[src/rtl/keyb_emul_if.sv]
// ---------------------------------------------------------------------------
// keyb_emul_if
// Key-code handshake between a producer (self-test sequencer or bench) and
// the keypad emulator.
//   key_valid  producer -> emulator  key code offered
//   key_code   producer -> emulator  0-9 digits, 10 '+', 11 '-', 12 '='
//   key_ready  emulator -> producer  key queue has room
// A transfer happens on a rising clock edge with key_valid && key_ready.
// ---------------------------------------------------------------------------
interface keyb_emul_if;
    logic       key_valid;
    logic [3:0] key_code;
    logic       key_ready;

    modport master (output key_valid, output key_code, input key_ready);
    modport slave  (input key_valid, input key_code, output key_ready);
endinterface

[src/rtl/keyb_emul.sv]
// ---------------------------------------------------------------------------
// keyb_emul
// Key side of a 4x4 row/column keypad scan interface. Key codes arrive over
// key_bus, are translated to {column,row} and queued in a small FIFO, then
// "pressed" one at a time: for HOLD_CYCLES the selected row follows the
// scanner's drive on the selected column (with optional contact bounce at the
// start), followed by GAP_CYCLES of full release.
//
// Ports
//   clk         single clock, rising edge
//   reset       asynchronous, active-high, clears all state
//   key_bus     slave side of the key-code handshake
//   cols        column drive from the scanner (only bit col_sel matters)
//   rows        row lines, combinational from cols
//   key_invalid 1-cycle pulse: accepted code was 13-15 and dropped
//   key_done    1-cycle pulse after the last hold cycle of each key
//   busy        a key is in progress or queued
//   fifo_count  number of keys queued
// ---------------------------------------------------------------------------
module keyb_emul #(
    parameter int HOLD_CYCLES   = 60000,
    parameter int GAP_CYCLES    = 60000,
    parameter int BOUNCE_CYCLES = 0,
    parameter int BOUNCE_PERIOD = 16,
    parameter int FIFO_DEPTH    = 4
) (
    input  logic                            clk,
    input  logic                            reset,
    keyb_emul_if.slave                      key_bus,
    input  logic [3:0]                      cols,
    output logic [3:0]                      rows,
    output logic                            key_invalid,
    output logic                            key_done,
    output logic                            busy,
    output logic [$clog2(FIFO_DEPTH+1)-1:0] fifo_count
);

    typedef enum logic [1:0] {IDLE, PRESS, RELEASE} state_t;

    localparam int CNT_W     = $clog2(FIFO_DEPTH + 1);
    localparam int PTR_W     = $clog2(FIFO_DEPTH);
    localparam int MAX_PHASE = (HOLD_CYCLES > GAP_CYCLES) ? HOLD_CYCLES : GAP_CYCLES;
    localparam int PH_W      = $clog2(MAX_PHASE);
    localparam int PER_W     = (BOUNCE_PERIOD > 1) ? $clog2(BOUNCE_PERIOD) : 1;

    localparam logic [CNT_W-1:0] FULL        = CNT_W'(FIFO_DEPTH);
    localparam logic [PH_W-1:0]  HOLD_LAST   = PH_W'(HOLD_CYCLES - 1);
    localparam logic [PH_W-1:0]  GAP_LAST    = PH_W'(GAP_CYCLES - 1);
    localparam logic [PH_W-1:0]  BOUNCE_LAST = PH_W'(BOUNCE_CYCLES - 1);
    localparam logic [PER_W-1:0] PER_LAST    = PER_W'(BOUNCE_PERIOD - 1);

    // Translate a key code to {column, row}; codes 13-15 never reach the FIFO.
    function automatic logic [3:0] key_map(input logic [3:0] code);
        case (code)
            4'd1:    key_map = {2'd0, 2'd0};
            4'd2:    key_map = {2'd1, 2'd0};
            4'd3:    key_map = {2'd2, 2'd0};
            4'd4:    key_map = {2'd0, 2'd1};
            4'd5:    key_map = {2'd1, 2'd1};
            4'd6:    key_map = {2'd2, 2'd1};
            4'd7:    key_map = {2'd0, 2'd2};
            4'd8:    key_map = {2'd1, 2'd2};
            4'd9:    key_map = {2'd2, 2'd2};
            4'd0:    key_map = {2'd1, 2'd3};
            4'd10:   key_map = {2'd3, 2'd0};
            4'd11:   key_map = {2'd3, 2'd1};
            4'd12:   key_map = {2'd3, 2'd3};
            default: key_map = 4'd0;
        endcase
    endfunction

    state_t           state;
    logic [3:0]       mem [FIFO_DEPTH];
    logic [PTR_W-1:0] wr_ptr, rd_ptr;
    logic [1:0]       col_sel, row_sel;
    logic [PH_W-1:0]  ph_cnt;      // cycles elapsed in the current PRESS/RELEASE
    logic [PER_W-1:0] per_cnt;     // position inside one bounce half-period
    logic             level;       // bounce contact level, starts closed
    logic             bouncing;    // still inside the bounce window
    logic             contact;
    logic             code_ok, accept, push, pop;

    assign key_bus.key_ready = (fifo_count != FULL);
    assign code_ok = (key_bus.key_code <= 4'd12);
    assign accept  = key_bus.key_valid && key_bus.key_ready;
    assign push    = accept && code_ok;
    assign pop     = (state == IDLE) && (fifo_count != '0);
    assign busy    = (state != IDLE) || (fifo_count != '0);
    assign contact = (state == PRESS) && (!bouncing || level);

    // NOTE: every output of an always_comb gets a default first so no path
    // leaves it unassigned and no latch is inferred.
    always_comb begin
        rows = 4'b0000;
        if (contact && cols[col_sel]) begin
            rows[row_sel] = 1'b1;
        end
    end

    // NOTE: the queue storage has no reset; only pointers and count define
    // which entries are live, so stale contents are never observed.
    always_ff @(posedge clk) begin
        if (push) begin
            mem[wr_ptr] <= key_map(key_bus.key_code);
        end
    end

    // NOTE: sequential state uses non-blocking assignments so every flop
    // samples pre-edge values regardless of statement order.
    always_ff @(posedge clk or posedge reset) begin
        if (reset) begin
            wr_ptr     <= '0;
            fifo_count <= '0;
        end else begin
            if (push) begin
                wr_ptr <= wr_ptr + PTR_W'(1);
            end
            case ({push, pop})
                2'b10:   fifo_count <= fifo_count + CNT_W'(1);
                2'b01:   fifo_count <= fifo_count - CNT_W'(1);
                default: fifo_count <= fifo_count;
            endcase
        end
    end

    always_ff @(posedge clk or posedge reset) begin
        if (reset) begin
            state       <= IDLE;
            rd_ptr      <= '0;
            col_sel     <= 2'd0;
            row_sel     <= 2'd0;
            ph_cnt      <= '0;
            per_cnt     <= '0;
            level       <= 1'b0;
            bouncing    <= 1'b0;
            key_done    <= 1'b0;
            key_invalid <= 1'b0;
        end else begin
            key_done    <= 1'b0;
            key_invalid <= accept && !code_ok;
            case (state)
                IDLE: begin
                    if (pop) begin
                        {col_sel, row_sel} <= mem[rd_ptr];
                        rd_ptr   <= rd_ptr + PTR_W'(1);
                        ph_cnt   <= '0;
                        per_cnt  <= '0;
                        level    <= 1'b1;
                        bouncing <= (BOUNCE_CYCLES != 0);
                        state    <= PRESS;
                    end
                end
                PRESS: begin
                    // Bounce timing: level inverts after every BOUNCE_PERIOD cycles.
                    if (per_cnt == PER_LAST) begin
                        per_cnt <= '0;
                        level   <= ~level;
                    end else begin
                        per_cnt <= per_cnt + PER_W'(1);
                    end
                    if (ph_cnt == BOUNCE_LAST) begin
                        bouncing <= 1'b0;
                    end
                    if (ph_cnt == HOLD_LAST) begin
                        ph_cnt   <= '0;
                        key_done <= 1'b1;
                        state    <= RELEASE;
                    end else begin
                        ph_cnt <= ph_cnt + PH_W'(1);
                    end
                end
                RELEASE: begin
                    if (ph_cnt == GAP_LAST) begin
                        ph_cnt <= '0;
                        state  <= IDLE;
                    end else begin
                        ph_cnt <= ph_cnt + PH_W'(1);
                    end
                end
                default: state <= IDLE;
            endcase
        end
    end

endmodule
[src/flat_wrapper.sv]
// flat-port wrapper written by rule: the top's interface ports become plain ports
module keyb_emul_flat 
#(
    parameter int HOLD_CYCLES   = 60000,
    parameter int GAP_CYCLES    = 60000,
    parameter int BOUNCE_CYCLES = 0,
    parameter int BOUNCE_PERIOD = 16,
    parameter int FIFO_DEPTH    = 4
)
  (clk, reset, cols, rows, key_invalid, key_done, busy, fifo_count, key_bus_key_valid, key_bus_key_code, key_bus_key_ready);
  keyb_emul_if key_bus_i ();
  input  logic clk;
  input  logic reset;
  input  logic [3:0] cols;
  output logic [3:0] rows;
  output logic key_invalid;
  output logic key_done;
  output logic busy;
  output logic [$clog2(FIFO_DEPTH+1)-1:0] fifo_count;
  input wire logic [$bits(key_bus_i.key_valid)-1:0] key_bus_key_valid;
  input wire logic [$bits(key_bus_i.key_code)-1:0] key_bus_key_code;
  output wire logic [$bits(key_bus_i.key_ready)-1:0] key_bus_key_ready;
  assign key_bus_i.key_valid = key_bus_key_valid;
  assign key_bus_i.key_code = key_bus_key_code;
  assign key_bus_key_ready = key_bus_i.key_ready;
  keyb_emul #(.HOLD_CYCLES(HOLD_CYCLES), .GAP_CYCLES(GAP_CYCLES), .BOUNCE_CYCLES(BOUNCE_CYCLES), .BOUNCE_PERIOD(BOUNCE_PERIOD), .FIFO_DEPTH(FIFO_DEPTH)) u_core (.clk(clk), .reset(reset), .key_bus(key_bus_i), .cols(cols), .rows(rows), .key_invalid(key_invalid), .key_done(key_done), .busy(busy), .fifo_count(fifo_count));
endmodule
[config.mk]
export PLATFORM = sky130hd
export DESIGN_NAME = keyb_emul_flat
export DESIGN_NICKNAME = d
export VERILOG_FILES = /design/src/rtl/keyb_emul_if.sv /design/src/rtl/keyb_emul.sv /design/src/flat_wrapper.sv
export SDC_FILE = /design/constraint.sdc
export NUM_CORES = 1
export LEC_CHECK = 0
export CAP_MARGIN = 20
export CORE_ASPECT_RATIO = 1.25
export CORE_MARGIN = 1.5
export CORE_UTILIZATION = 40
export DETAILED_ROUTE_END_ITERATION = 12
export GPL_ROUTABILITY_DRIVEN = 0
export PLACE_DENSITY = 0.68
export SLEW_MARGIN = 10
export SYNTH_ARGS = -nofsm -noshare
export SYNTH_HDL_FRONTEND = slang
export SYNTH_SLANG_ARGS = --single-unit
[constraint.sdc]
create_clock -name clk -period 2.4 [get_ports clk]
set_clock_uncertainty 0.1 [all_clocks]
set_input_delay 0.24 -clock clk [delete_from_list [all_inputs] [get_ports clk]]
set_output_delay 0.24 -clock clk [all_outputs]
set_load 0.02 [all_outputs]
==> flow_summary.ini, run 1 <==
[finish]
final_instance_count_excl_fillers = 345
fin_nets = 284
antenna_diode_count = 0
register_area_um2 = 1260
filler_cell_count = 546
final_layout_size_suffix_gt1_share_pct = 15.2
multi_input_area_um2 = 1150
areaGrowthSynthToFinish_pct = 18.9

[drt]
route.detailed.wl_per_inst_um = 12.8
firstDrtPassIters = 4
routed-via-count = 1770
drc = 0
postRouteAntennaNets = 0
via_per_inst = 5.13
routed_wirelength_um = 4400
drt_first_iter_violations = 72

[power_and_ir_drop]
p_seq_share_pct = 40.6
cell_internal_pwr_uw = 1840
vdd_ir_drop_max_mv = 0.843
total_switching_power_uw = 1170
power_switching_share_pct = 38.9
leakage_uw = 0.00123
clockPowerShare_pct = 15.3
share_comb_of_total_power_pct = 44.0
powerDensity_nw_per_um2 = 1020

[sta]
fin_tns_setup_ns = 0
finalSetupViolCount = 0
worst_pin_slew_ns = 0.530
max_freq_ghz = 0.437
max_slew_margin_pct = 64.7
finalCritPeriodShare_pct = 95.2
finalCriticalPeriod_ns = 2.29
slew_viol_final = 0
rsz0062_at_grt = false
hold_viol = 0

[synth]
main_combinational_cell_family_by_area_after_synthesis = simple AND/OR/NAND/NOR gates
synthesis.nets = 251
synthDistinctLibCells = 50
portion_of_netlist_area_occupied_by_mux_cells_pct = 5.83
synth_area_leaders = sky130_fd_sc_hd__dfrtp_1 (31%), sky130_fd_sc_hd__edfxtp_1 (19%), sky130_fd_sc_hd__ha_1 (5.0%), sky130_fd_sc_hd__nand2_1 (4.8%), sky130_fd_sc_hd__mux4_2 (4.5%)
synthesis.area_per_instance_um2 = 10.9
netlist_area_um2 = 2490
synthDominantCellAreaShare_pct = 31.2
synth_edf_count = 16
synth.yosys.seq_area_share_pct = 50.5
post_synth_xor_area_fraction_pct = 4.22
adder_cell_area_share_of_the_yosys_netlist_pct = 5.83
compound_gate_portion_of_the_synthesized_area_pct = 7.99
postSynthCellCount = 229
synth_top_flop_cell = sky130_fd_sc_hd__dfrtp_1
synth_async_sr_flop_share_pct = 66.0
synth.yosys.warnings = 0
synthSimpleGateAreaFrac_pct = 22.2
synth_top_cell_by_area = sky130_fd_sc_hd__dfrtp_1
yosys_register_bits = 47

[cts]
h-tree-depth = 2
post_cts_hold_buffer_count = 0
cts_sinks = 47
clk_root_buffer_cell = sky130_fd_sc_hd__clkbuf_8
cts_made_buffers = 5
clk_latency_ns = 0.30
cts.clk_slew.worst_paths_ns = 0.09
cts_tree = built
clock_tree.buffer_depth = 2

[worst_setup_path]
worst_setup_path_start_kind = register
critPathRequiredTime_ns = 2.06
worst_path_max_delay_cell = sky130_fd_sc_hd__clkdlybuf4s50_1
setup.worst_path.class = register to primary output
critical_path.endpoint_type = primary output
critical-path-max-stage-delay_ns = 0.53
data_arrival_time_of_the_critical_path_ns = 1.95
worstPathMaxFanout = 2
worstPathCellList = mux4_2 -> and4_1 -> clkdlybuf4s50_1

[outcome]
status = finished, final reports clean

[placed_design]
hpwlAfterDp_um = 3210
io_buffers = 21
placedCellCount = 336

[global_routing]
largest_net_degree_at_the_start_of_global_routing = 32
grt_first_pass_wirelength_um = 7790
grt_overflow = 0
global_route.usage.total_pct = 14.8
vias_in_the_first_global_route = 1697
antenna_found_initial = 0

[floorplanning]
ioPinCount = 22
core_area_um2 = 5900
std_cell_rows = 31
fp.dieW_um = 73.6
floorplan.initialDensity_pct = 42.2
die_area_um2 = 6710
dieHeight_um = 91.2

[flow_run]
drv_cap = 0

[min_path]
path_class_of_the_lowest_slack_min_delay_path = input pin to async pin
## worst max-delay path: cells and delay by family, from the launching register on
family,cells,cell delay [ns]
buffers and inverters,1,0.53
multiplexers,1,0.52
flip-flops,1,0.38
AND/OR/NAND/NOR,1,0.21
## per-layer routing
layer	vias to the layer above	part of all wire (%)	global-route usage, %
met5	-	0	0
met4	0	2.3	6.17
met3	11	3.9	3.33
met2	39	47	22.2
met1	830	46	20.4
li1	890	-	-
## cells in the mapped netlist (5+ instances only)
| master | count |
|---|---|
| sky130_fd_sc_hd__nor4_1 | 6 |
| sky130_fd_sc_hd__nor2_1 | 15 |
| sky130_fd_sc_hd__mux4_2 | 5 |
| sky130_fd_sc_hd__o21ai_0 | 6 |
| sky130_fd_sc_hd__xnor2_1 | 8 |
| sky130_fd_sc_hd__edfxtp_1 | 16 |
| sky130_fd_sc_hd__inv_1 | 13 |
| sky130_fd_sc_hd__nand2_1 | 32 |
| sky130_fd_sc_hd__nand3_1 | 6 |
| sky130_fd_sc_hd__dfrtp_1 | 31 |
| sky130_fd_sc_hd__a21oi_1 | 10 |
| sky130_fd_sc_hd__nand4_1 | 5 |
| sky130_fd_sc_hd__ha_1 | 10 |
## logic make-up after synthesis
family | after synthesis
fa+ha+maj | 11
simple gates | 99
xor+xnor | 12
flops | 47
mux | 8
compound gates | 31
buf+inv | 21
## final timing paths
path | from | to | slack (ns) | depth (start not counted)
max in group asynchronous | reset | u_core.ph_cnt[4] | 1.66 | 3
setup reg to reg | u_core.state[1] | u_core.fifo_count[2] | 0.19 | 10
setup / recovery | u_core.col_sel[0] | rows[3] | 0.11 | 3
min in group clk | u_core.col_sel[1] | u_core.col_sel[1] | 0.41 | 2
hold / removal | reset | u_core.state[1] | 0.24 | 3
hold reg to reg | u_core.col_sel[1] | u_core.col_sel[1] | 0.41 | 2
## layout by cell type (no fill, tap or decap), drive strengths merged, types with 2 or more instances in the layout
cell type,count
nand4b,3
and4,2
nand4,6
dfrtp,31
or2,2
clkbuf,6
a31oi,3
nand2,32
clkdlybuf4s50,17
xor2,4
or4,2
nor2,15
nand2b,4
edfxtp,16
mux4,5
ha,10
xnor2,8
nor3,4
dlymetal6s2s,4
o21ai,8
a21oi,10
mux2,2
nor4,6
nand3,7
or3,2
buf,11
nor3b,4
o211ai,4
inv,15
and2,4
## timing repair
action                                 in CTS  in global routing
setup buffers                               1                  0
pin swaps                                   0                  0
resized for setup                           0                  5
endpoints found under the hold margin       0                  0
setup endpoints to repair                   1                  5
## power by group through the flow
stage          registers, µW  clock network, µW  logic, µW
3_3_place_gp            1230                  0       1310
2_1_floorplan           1210                  0        981
3_5_place_dp            1240                  0       1320
4_1_cts                 1220                477       1340
5_1_grt                 1260                509       1500
6_report                1220                461       1320
## through the flow
stage	hold WS, ns	util (%)	worst slack [ns]	instance area (µm²)	power, µW
after global placement	0.379	48.4	0.155	2850	2540
after detailed placement	0.394	48.4	0.0844	2850	2560
after CTS	0.251	50.0	0.0571	2950	3040
after global routing	0.286	50.2	0.00531	2960	3270
after floorplan	0.244	-	0.0302	2490	2190
final	0.244	50.2	0.114	2960	3010
## layout make-up
| type | count | area share, % |
|---|---|---|
| repair buffers | 32 | 10.2 |
| clock inverters | 2 | 0.423 |
| well taps | 82 | 3.47 |
| inverters | 15 | 1.90 |
| flip-flops and latches | 47 | 42.5 |
| multi-input cells | 161 | 39.0 |
| clock buffers | 6 | 2.45 |
## registers in the layout, summed over array words and instances (netlist names)
| signal | flops |
|---|---|
| u_core.key_invalid | 1 |
| u_core.wr_ptr | 2 |
| u_core.key_done | 1 |
| u_core.rd_ptr | 2 |
| u_core.col_sel | 2 |
| u_core.fifo_count | 3 |
| u_core.mem | 16 |
| u_core.ph_cnt | 16 |
| u_core.state | 2 |
| u_core.row_sel | 2 |
No activity file was read; power rests on OpenSTA's default activity.
==> inputs of run 2 (changes only) <==
Settings changed: CAP_MARGIN 20 to 40.
==> results of run 2 <==
Final layout, timing and power as in run 1 (identical DEF).
==> inputs of run 3 (changes only) <==
Settings changed: ABC_CLOCK_PERIOD_IN_PS set to 2400.
==> results of run 3 <==
Final layout, timing and power as in run 1 (identical DEF).
